File: src/rtl/rx_pkg.sv
// Shared types and defaults for the receive frame synchroniser.
package rx_pkg;

    typedef enum logic [1:0] {
        IDLE    = 2'd0,
        SEARCH  = 2'd1,
        LENGTH  = 2'd2,
        PAYLOAD = 2'd3
    } state_t;

    localparam int unsigned SYNC_WIDTH_DEF = 16;
    localparam logic [15:0] SYNC_WORD_DEF  = 16'hD391;
    localparam int unsigned LEN_WIDTH_DEF  = 8;
    localparam int unsigned MAX_SEARCH_DEF = 256;
    localparam int unsigned CNT_WIDTH_DEF  = 9;
    localparam int unsigned BYTE_WIDTH     = 8;

endpackage

File: src/rtl/rx_sync_correlator.sv
// Sync-word correlator: serial shift register compared against the sync word
// and its complement, evaluated on the register contents including the current bit.
module rx_sync_correlator
    import rx_pkg::*;
#(
    parameter int unsigned           SYNC_WIDTH = SYNC_WIDTH_DEF,
    parameter logic [SYNC_WIDTH-1:0] SYNC_WORD  = SYNC_WORD_DEF
) (
    input  logic clk,
    input  logic rst,
    input  logic i_clear,
    input  logic i_shift,
    input  logic i_bit,
    output logic o_match_c,
    output logic o_match_inv_c
);

    // The oldest bit falls off on the next shift, so only SYNC_WIDTH-1 bits are stored.
    logic [SYNC_WIDTH-2:0] r_sr;
    logic [SYNC_WIDTH-1:0] w_sr_next;

    assign w_sr_next     = {r_sr, i_bit};
    assign o_match_c     = (w_sr_next == SYNC_WORD);
    assign o_match_inv_c = (w_sr_next == ~SYNC_WORD);

    always_ff @(posedge clk) begin
        if (rst || i_clear) begin
            r_sr <= '0;
        end else if (i_shift) begin
            r_sr <= w_sr_next[SYNC_WIDTH-2:0];
        end
    end

endmodule

File: src/rtl/rx_frame_sync.sv
// Frame synchroniser: sync search with phase-ambiguity resolution, length parse
// and MSB-first payload deframing, handing control back to the packet detector.
module rx_frame_sync
    import rx_pkg::*;
#(
    parameter int unsigned           SYNC_WIDTH = SYNC_WIDTH_DEF,
    parameter logic [SYNC_WIDTH-1:0] SYNC_WORD  = SYNC_WORD_DEF,
    parameter int unsigned           LEN_WIDTH  = LEN_WIDTH_DEF,
    parameter int unsigned           MAX_SEARCH = MAX_SEARCH_DEF,
    parameter int unsigned           CNT_WIDTH  = CNT_WIDTH_DEF
) (
    input  logic                  clk,
    input  logic                  rst,
    input  logic                  clk_enable,
    input  logic                  BPSK,
    input  logic                  PD_flag,
    output logic                  disassert_PD,
    output logic                  FS_flag,
    output logic                  phase_inv,
    output logic [LEN_WIDTH-1:0]  frame_len,
    output logic [BYTE_WIDTH-1:0] data_out,
    output logic                  data_valid,
    output logic                  frame_start,
    output logic                  frame_end,
    output logic                  frame_err
);

    localparam int unsigned BIT_CNT_W = (LEN_WIDTH > BYTE_WIDTH) ? $clog2(LEN_WIDTH)
                                                                 : $clog2(BYTE_WIDTH);

    state_t                  r_state, w_state_nxt;
    logic                    r_armed, w_armed_nxt;
    logic [CNT_WIDTH-1:0]    r_search_cnt, w_search_cnt_nxt;
    logic [BIT_CNT_W-1:0]    r_bit_cnt, w_bit_cnt_nxt;
    logic [LEN_WIDTH-1:0]    r_byte_cnt, w_byte_cnt_nxt;
    logic [BYTE_WIDTH-2:0]   r_byte_sr, w_byte_sr_nxt;
    logic [LEN_WIDTH-1:0]    r_frame_len, w_frame_len_nxt;
    logic                    r_phase_inv, w_phase_inv_nxt;
    logic                    r_fs_flag, w_fs_flag_nxt;
    logic [BYTE_WIDTH-1:0]   r_data_out, w_data_out_nxt;
    logic                    r_data_valid, w_data_valid_nxt;
    logic                    r_frame_start, w_frame_start_nxt;
    logic                    r_frame_end, w_frame_end_nxt;
    logic                    r_frame_err, w_frame_err_nxt;
    logic                    r_disassert, w_disassert_nxt;

    logic                    w_corr_clear;
    logic                    w_corr_shift;
    logic                    w_match;
    logic                    w_match_inv;
    logic                    w_sync_ok;
    logic                    w_abort;
    logic                    w_bit;
    logic [LEN_WIDTH-1:0]    w_len_shift;
    logic [BYTE_WIDTH-1:0]   w_byte;

    rx_sync_correlator #(
        .SYNC_WIDTH (SYNC_WIDTH),
        .SYNC_WORD  (SYNC_WORD)
    ) u_corr (
        .clk           (clk),
        .rst           (rst),
        .i_clear       (w_corr_clear),
        .i_shift       (w_corr_shift),
        .i_bit         (BPSK),
        .o_match_c     (w_match),
        .o_match_inv_c (w_match_inv)
    );

    // A match inside the first SYNC_WIDTH-1 symbols would be against the cleared register.
    assign w_sync_ok   = (w_match || w_match_inv) &&
                         (r_search_cnt >= CNT_WIDTH'(SYNC_WIDTH - 1));
    assign w_abort     = (r_state != IDLE) && !PD_flag;
    assign w_bit       = BPSK ^ r_phase_inv;
    assign w_len_shift = {r_frame_len[LEN_WIDTH-2:0], w_bit};
    assign w_byte      = {r_byte_sr, w_bit};

    // Next-state and next-output logic.
    always_comb begin
        w_state_nxt       = r_state;
        w_armed_nxt       = r_armed;
        w_search_cnt_nxt  = r_search_cnt;
        w_bit_cnt_nxt     = r_bit_cnt;
        w_byte_cnt_nxt    = r_byte_cnt;
        w_byte_sr_nxt     = r_byte_sr;
        w_frame_len_nxt   = r_frame_len;
        w_phase_inv_nxt   = r_phase_inv;
        w_fs_flag_nxt     = r_fs_flag;
        w_data_out_nxt    = r_data_out;
        w_data_valid_nxt  = 1'b0;
        w_frame_start_nxt = 1'b0;
        w_frame_end_nxt   = 1'b0;
        w_frame_err_nxt   = 1'b0;
        w_disassert_nxt   = 1'b0;
        w_corr_clear      = 1'b0;
        w_corr_shift      = 1'b0;

        if (w_abort) begin
            // Detector has already dropped the flag, so no disassert back to it.
            w_state_nxt     = IDLE;
            w_frame_err_nxt = 1'b1;
            w_fs_flag_nxt   = 1'b0;
        end else begin
            case (r_state)
                IDLE: begin
                    w_corr_clear     = 1'b1;
                    w_search_cnt_nxt = '0;
                    if (!PD_flag) begin
                        w_armed_nxt = 1'b1;
                    end else if (clk_enable && r_armed) begin
                        w_state_nxt = SEARCH;
                        w_armed_nxt = 1'b0;
                    end
                end
                SEARCH: begin
                    if (clk_enable) begin
                        w_corr_shift     = 1'b1;
                        w_search_cnt_nxt = r_search_cnt + CNT_WIDTH'(1);
                        if (w_sync_ok) begin
                            w_phase_inv_nxt   = !w_match;
                            w_frame_start_nxt = 1'b1;
                            w_fs_flag_nxt     = 1'b1;
                            w_bit_cnt_nxt     = '0;
                            w_state_nxt       = LENGTH;
                        end else if (r_search_cnt == CNT_WIDTH'(MAX_SEARCH - 1)) begin
                            w_frame_err_nxt = 1'b1;
                            w_disassert_nxt = 1'b1;
                            w_state_nxt     = IDLE;
                        end
                    end
                end
                LENGTH: begin
                    if (clk_enable) begin
                        w_frame_len_nxt = w_len_shift;
                        w_bit_cnt_nxt   = r_bit_cnt + BIT_CNT_W'(1);
                        if (r_bit_cnt == BIT_CNT_W'(LEN_WIDTH - 1)) begin
                            w_bit_cnt_nxt = '0;
                            if (w_len_shift == '0) begin
                                w_frame_end_nxt = 1'b1;
                                w_disassert_nxt = 1'b1;
                                w_fs_flag_nxt   = 1'b0;
                                w_state_nxt     = IDLE;
                            end else begin
                                w_byte_cnt_nxt = '0;
                                w_state_nxt    = PAYLOAD;
                            end
                        end
                    end
                end
                PAYLOAD: begin
                    if (clk_enable) begin
                        w_byte_sr_nxt = {r_byte_sr[BYTE_WIDTH-3:0], w_bit};
                        w_bit_cnt_nxt = r_bit_cnt + BIT_CNT_W'(1);
                        if (r_bit_cnt == BIT_CNT_W'(BYTE_WIDTH - 1)) begin
                            w_bit_cnt_nxt    = '0;
                            w_data_out_nxt   = w_byte;
                            w_data_valid_nxt = 1'b1;
                            // frame_len is non-zero here, so the decrement cannot wrap.
                            if (r_byte_cnt == r_frame_len - LEN_WIDTH'(1)) begin
                                w_frame_end_nxt = 1'b1;
                                w_disassert_nxt = 1'b1;
                                w_fs_flag_nxt   = 1'b0;
                                w_state_nxt     = IDLE;
                            end else begin
                                w_byte_cnt_nxt = r_byte_cnt + LEN_WIDTH'(1);
                            end
                        end
                    end
                end
            endcase
        end
    end

    // State and output registers.
    always_ff @(posedge clk) begin
        if (rst) begin
            r_state       <= IDLE;
            r_armed       <= 1'b0;
            r_search_cnt  <= '0;
            r_bit_cnt     <= '0;
            r_byte_cnt    <= '0;
            r_byte_sr     <= '0;
            r_frame_len   <= '0;
            r_phase_inv   <= 1'b0;
            r_fs_flag     <= 1'b0;
            r_data_out    <= '0;
            r_data_valid  <= 1'b0;
            r_frame_start <= 1'b0;
            r_frame_end   <= 1'b0;
            r_frame_err   <= 1'b0;
            r_disassert   <= 1'b0;
        end else begin
            r_state       <= w_state_nxt;
            r_armed       <= w_armed_nxt;
            r_search_cnt  <= w_search_cnt_nxt;
            r_bit_cnt     <= w_bit_cnt_nxt;
            r_byte_cnt    <= w_byte_cnt_nxt;
            r_byte_sr     <= w_byte_sr_nxt;
            r_frame_len   <= w_frame_len_nxt;
            r_phase_inv   <= w_phase_inv_nxt;
            r_fs_flag     <= w_fs_flag_nxt;
            r_data_out    <= w_data_out_nxt;
            r_data_valid  <= w_data_valid_nxt;
            r_frame_start <= w_frame_start_nxt;
            r_frame_end   <= w_frame_end_nxt;
            r_frame_err   <= w_frame_err_nxt;
            r_disassert   <= w_disassert_nxt;
        end
    end

    assign disassert_PD = r_disassert;
    assign FS_flag      = r_fs_flag;
    assign phase_inv    = r_phase_inv;
    assign frame_len    = r_frame_len;
    assign data_out     = r_data_out;
    assign data_valid   = r_data_valid;
    assign frame_start  = r_frame_start;
    assign frame_end    = r_frame_end;
    assign frame_err    = r_frame_err;

endmodule

File: config.mk
export PLATFORM = sky130hd
export DESIGN_NAME = rx_frame_sync
export DESIGN_NICKNAME = d
export VERILOG_FILES = /design/src/rtl/rx_pkg.sv /design/src/rtl/rx_sync_correlator.sv /design/src/rtl/rx_frame_sync.sv
export SDC_FILE = /design/constraint.sdc
export NUM_CORES = 1
export LEC_CHECK = 0
export BUFFER_PORTS_ARGS = -buffer_cell sky130_fd_sc_hd__buf_2
export CORE_MARGIN = 2
export CORE_UTILIZATION = 49
export DETAILED_ROUTE_END_ITERATION = 12
export PLACE_DENSITY = 0.68
export SYNTH_ARGS = -nofsm -noshare
export SYNTH_HDL_FRONTEND = slang
export SYNTH_SLANG_ARGS = --single-unit
File: constraint.sdc
create_clock -name clk -period 3 [get_ports clk]
set_input_delay 0.45 -clock clk [delete_from_list [all_inputs] [get_ports clk]]
set_output_delay 0.45 -clock clk [all_outputs]
set_load 0.1 [all_outputs]
==> qor.csv <==
stage;metric;value;unit
status;status;complete, no violations;
clock_network;CTS sink count;68;
sta;Slew headroom;0.502;
clock_network;Post-CTS Resized;0;
floorplanning;Starting Density;0.512;
worst_hold_path;worst hold-check path type;input pin to flop;
detailed_routing;Vias/cell;5.49;
sta;fmax;0.402;GHz
synth;net count after synthesis;409;
critical_path;CP Cell Sequence;inv_1 > ha_1 > nor2b_1 > or3_1 > a31o_2 > a2111oi_4 > and4b_1 > mux2i_1;
layout;Antenna diodes;0;
sta;Final Hold Vio Count;0;
sta;Clock Skews;7.39;ps
power;Flop pwr share;0.529;
critical_path;critical path type;flop to flop;
sta;final setup TNS;0;ps
detailed_routing;via count;2754;
power;sw frac;0.228;
floorplanning;Die ar.;7340;sq um
power;PwrDens;470;nW/um^2
place;detailed placer's ending HPWL;4740;um
clock_network;Clock Path Buffers;2;
synth;synth warn;0;
synth;cells after synthesis;398;
worst_hold_path;WHS Endpoint;u_corr.r_sr[0];
power;Combinational Power Share;0.024;
clock_network;H-tree Lvls;3;
sta;Slew @ Worst Pin;746;ps
synth;Post-synth EDFFs;0;
floorplanning;Die Span X;85.7;um
critical_path;FF-to-FF End;r_byte_cnt[3];
clock_network;Root Driver;clkbuf_8;
critical_path;reg2reg path depth;8;
critical_path;Critical Path Max Stage Delay;490;ps
clock_network;Setup Fix Bufs, Post-CTS;0;
layout;synth-to-layout area growth;11.4;%
place;IO buf count;27;
global_routing;vias in the first global route;2485;
synth;synthesized area;3270;sq um
synth;register area share after synthesis;0.417;
global_routing;pin count of the biggest net entering global routing;41;
place;Placer Congestion;0.814;
power;total internal power;1320;uW
clock_network;clk slew on worst S/H paths;70;ps
critical_path;critical path buffer and inverter count;1;
synth;post-synthesis area per instance;8.21;sq um
layout;layout cells sized above 1;0.148;
critical_path;Setup crit end kind;flop;
detailed_routing;aggregate routed wire length;6920;um
critical_path;Crit-path slowest cell;a2111oi_4;
critical_path;crit path max fanout;8;
power;Leakage;0.00137;uW
clock_network;CTS tree;built;
power;Max VDD drop;0.331;mV
detailed_routing;TritonRoute pass-1 iters;4;
sta;final setup vio count;0;
layout;Layout Nets;431;
sta;RSZ-0062 raised after global routing;no;
worst_hold_path;Hold Path Depth;3;
floorplanning;Die Ht;85.7;um
power;Clk network pwr share;0.447;
floorplanning;row cnt;29;
synth;Seq cells post-synth;68;
critical_path;Critical Path AT;2720;ps
layout;design area;3640;sq um
global_routing;overall routing resource usage;0.199;
flow_run;max cap viols;0;
critical_path;r2r startpoint;frame_len[0];
detailed_routing;drt wl/cell;13.8;um
sta;Slew Viols, Final;0;
synth;ys async rst share;0;
detailed_routing;Final ANT Viol Nets;0;
synth;Synth cell types;57;
sta;min Tclk post-route;2490;ps
critical_path;R2R Setup Slk;510;ps
detailed_routing;Residual DRC;0;
critical_path;Worst setup SP type;flop;
global_routing;initial antenna violation count;0;
sta;Tcrit/Tclk final;0.830;
clock_network;worst-skew pair later-pin latency;340;ps
floorplanning;I/O Pins;28;
detailed_routing;DRT iter0 DRCs;125;
clock_network;TritonCTS Buffers;9;
critical_path;delay-heaviest family, CP;simple AND/OR/NAND/NOR gates;
global_routing;first-pass GRT wire length;11700;um
place;Post-Place Cell Area;3440;sq um
critical_path;CP Data Required Time;3230;ps
power;NetSw;390;uW
worst_hold_path;Hold Startpoint;BPSK;
synth;ys flop type;dfxtp_1;
clock_network;Hold-fix buffers, CTS;0;
floorplanning;core area;6390;sq um
global_routing;global route overflow;0;
==> power groups by stage <==
stage	Sequential, uW	Combinational, uW	Clock, uW
finish	905	40.8	765
global route	905	45.4	822
CTS	905	41.1	785
detailed placement	927	41.0	0
global placement	926	41.0	0
floorplan	926	29.6	0
==> how the worst max path moves through the flow <==
stage / endpoint / start / cells past startpoint
after floorplan: r_byte_cnt[3] / frame_len[2] / 7
after global placement: r_byte_cnt[3] / frame_len[0] / 8
after detailed placement: r_byte_cnt[3] / frame_len[0] / 8
after CTS: r_byte_cnt[3] / frame_len[0] / 8
after global routing: r_byte_cnt[3] / frame_len[0] / 8
final: r_byte_cnt[3] / frame_len[0] / 8
==> synthesized netlist by cell type, types with 3 or more instances <==
cell type  number  area, sq um
and4b_1         4         40.0
nand3_1         8         40.0
o21ai_0        10         50.1
ha_1            6         75.1
clkbuf_1       15         56.3
xnor2_1         4         35.0
mux2i_1        13          130
or3_1           4         25.0
dfxtp_1        68         1360
a21oi_1        50          250
nand2b_1        7         43.8
nor4b_1         3         26.3
nand4_1        11         68.8
xor2_1          9         78.8
nand2_1        80          300
a211oi_1        5         37.5
nor2_1         36          135
nor3_1          9         45.0
nor4bb_1        4         40.0
nor2b_1         4         25.0
inv_1           7         26.3
==> kinds of logic after synthesis <==
group | synth area share
XOR/XNOR | 0.0348
AO/OA/AOI/OAI | 0.157
adder cells (fa/ha/maj) | 0.0230
flip-flops | 0.417
AND/OR/NAND/NOR | 0.294
buffers and inverters | 0.0314
multiplexers | 0.0433
==> worst reg2reg max path, stage by stage (launching register included) <==
cell and delay, ps:
dfxtp_2 410, inv_1 70, ha_1 260, nor2b_1 150, or3_1 360, a31o_2 270, a2111oi_4 490, and4b_1 260
mux2i_1 110
==> sequential cells by signal (all words and copies together) (netlist names) <==
signal,cells
frame_start,1
FS_flag,1
data_out,8
frame_err,1
r_state,2
frame_len,8
data_valid,1
r_byte_cnt,8
u_corr.r_sr,15
r_search_cnt,9
r_byte_sr,7
r_armed,1
disassert_PD,1
phase_inv,1
frame_end,1
r_bit_cnt,3
==> metal layers <==
| layer | track usage | wire length (um) | share of wire | vias to the layer above |
|---|---|---|---|---|
| met4 | 0.0664 | 93 | 0.013 | 0 |
| li1 | - | - | - | 1440 |
| met5 | 0 | 0 | 0 | - |
| met1 | 0.252 | 3270 | 0.47 | 1258 |
| met2 | 0.331 | 3320 | 0.48 | 46 |
| met3 | 0.0491 | 235 | 0.034 | 10 |
==> layout by cell type, fill, tap and decap left out, types with 2 or more instances in the layout <==
cell,n
nor4bb_1,4
buf_2,27
a21oi_1,50
nor2b_1,4
and3_1,2
dfxtp_2,2
and4b_1,4
nor4b_1,3
clkbuf_8,10
dfxtp_1,66
ha_1,6
inv_1,7
nor3b_1,2
buf_4,2
nand2_1,80
or4_1,2
or3_1,4
nor2_1,36
xor2_1,9
mux2i_1,13
nor3_1,9
a211oi_1,5
nand4_1,11
xnor2_1,4
nand3_1,8
o21ai_0,10
and2_1,2
clkinv_2,3
nand2b_1,7
a21o_1,2
==> through the flow <==
| stage | setup WS (ps) | utilization | total power, uW | instances | hold WS (ps) |
|---|---|---|---|---|---|
| floorplan | 281 | - | 956 | 398 | 436 |
| global placement | 605 | 0.539 | 968 | 486 | 445 |
| detailed placement | 535 | 0.539 | 968 | 486 | 452 |
| CTS | 523 | 0.570 | 1730 | 502 | 373 |
| global route | 352 | 0.570 | 1770 | 502 | 404 |
| finish | 510 | 0.570 | 1710 | 502 | 385 |
==> area by class of cell <==
| class | count | area, sq um |
|---|---|---|
| clock buffers | 10 | 138 |
| clock inverters | 6 | 62.6 |
| fillers | 612 | 2750 |
| inverters | 7 | 26.3 |
| multi-input cells | 305 | 1800 |
| flip-flops and latches | 68 | 1360 |
| well taps | 77 | 96.3 |
| repair buffers | 29 | 150 |
Power figures use the tool's default switching activity.
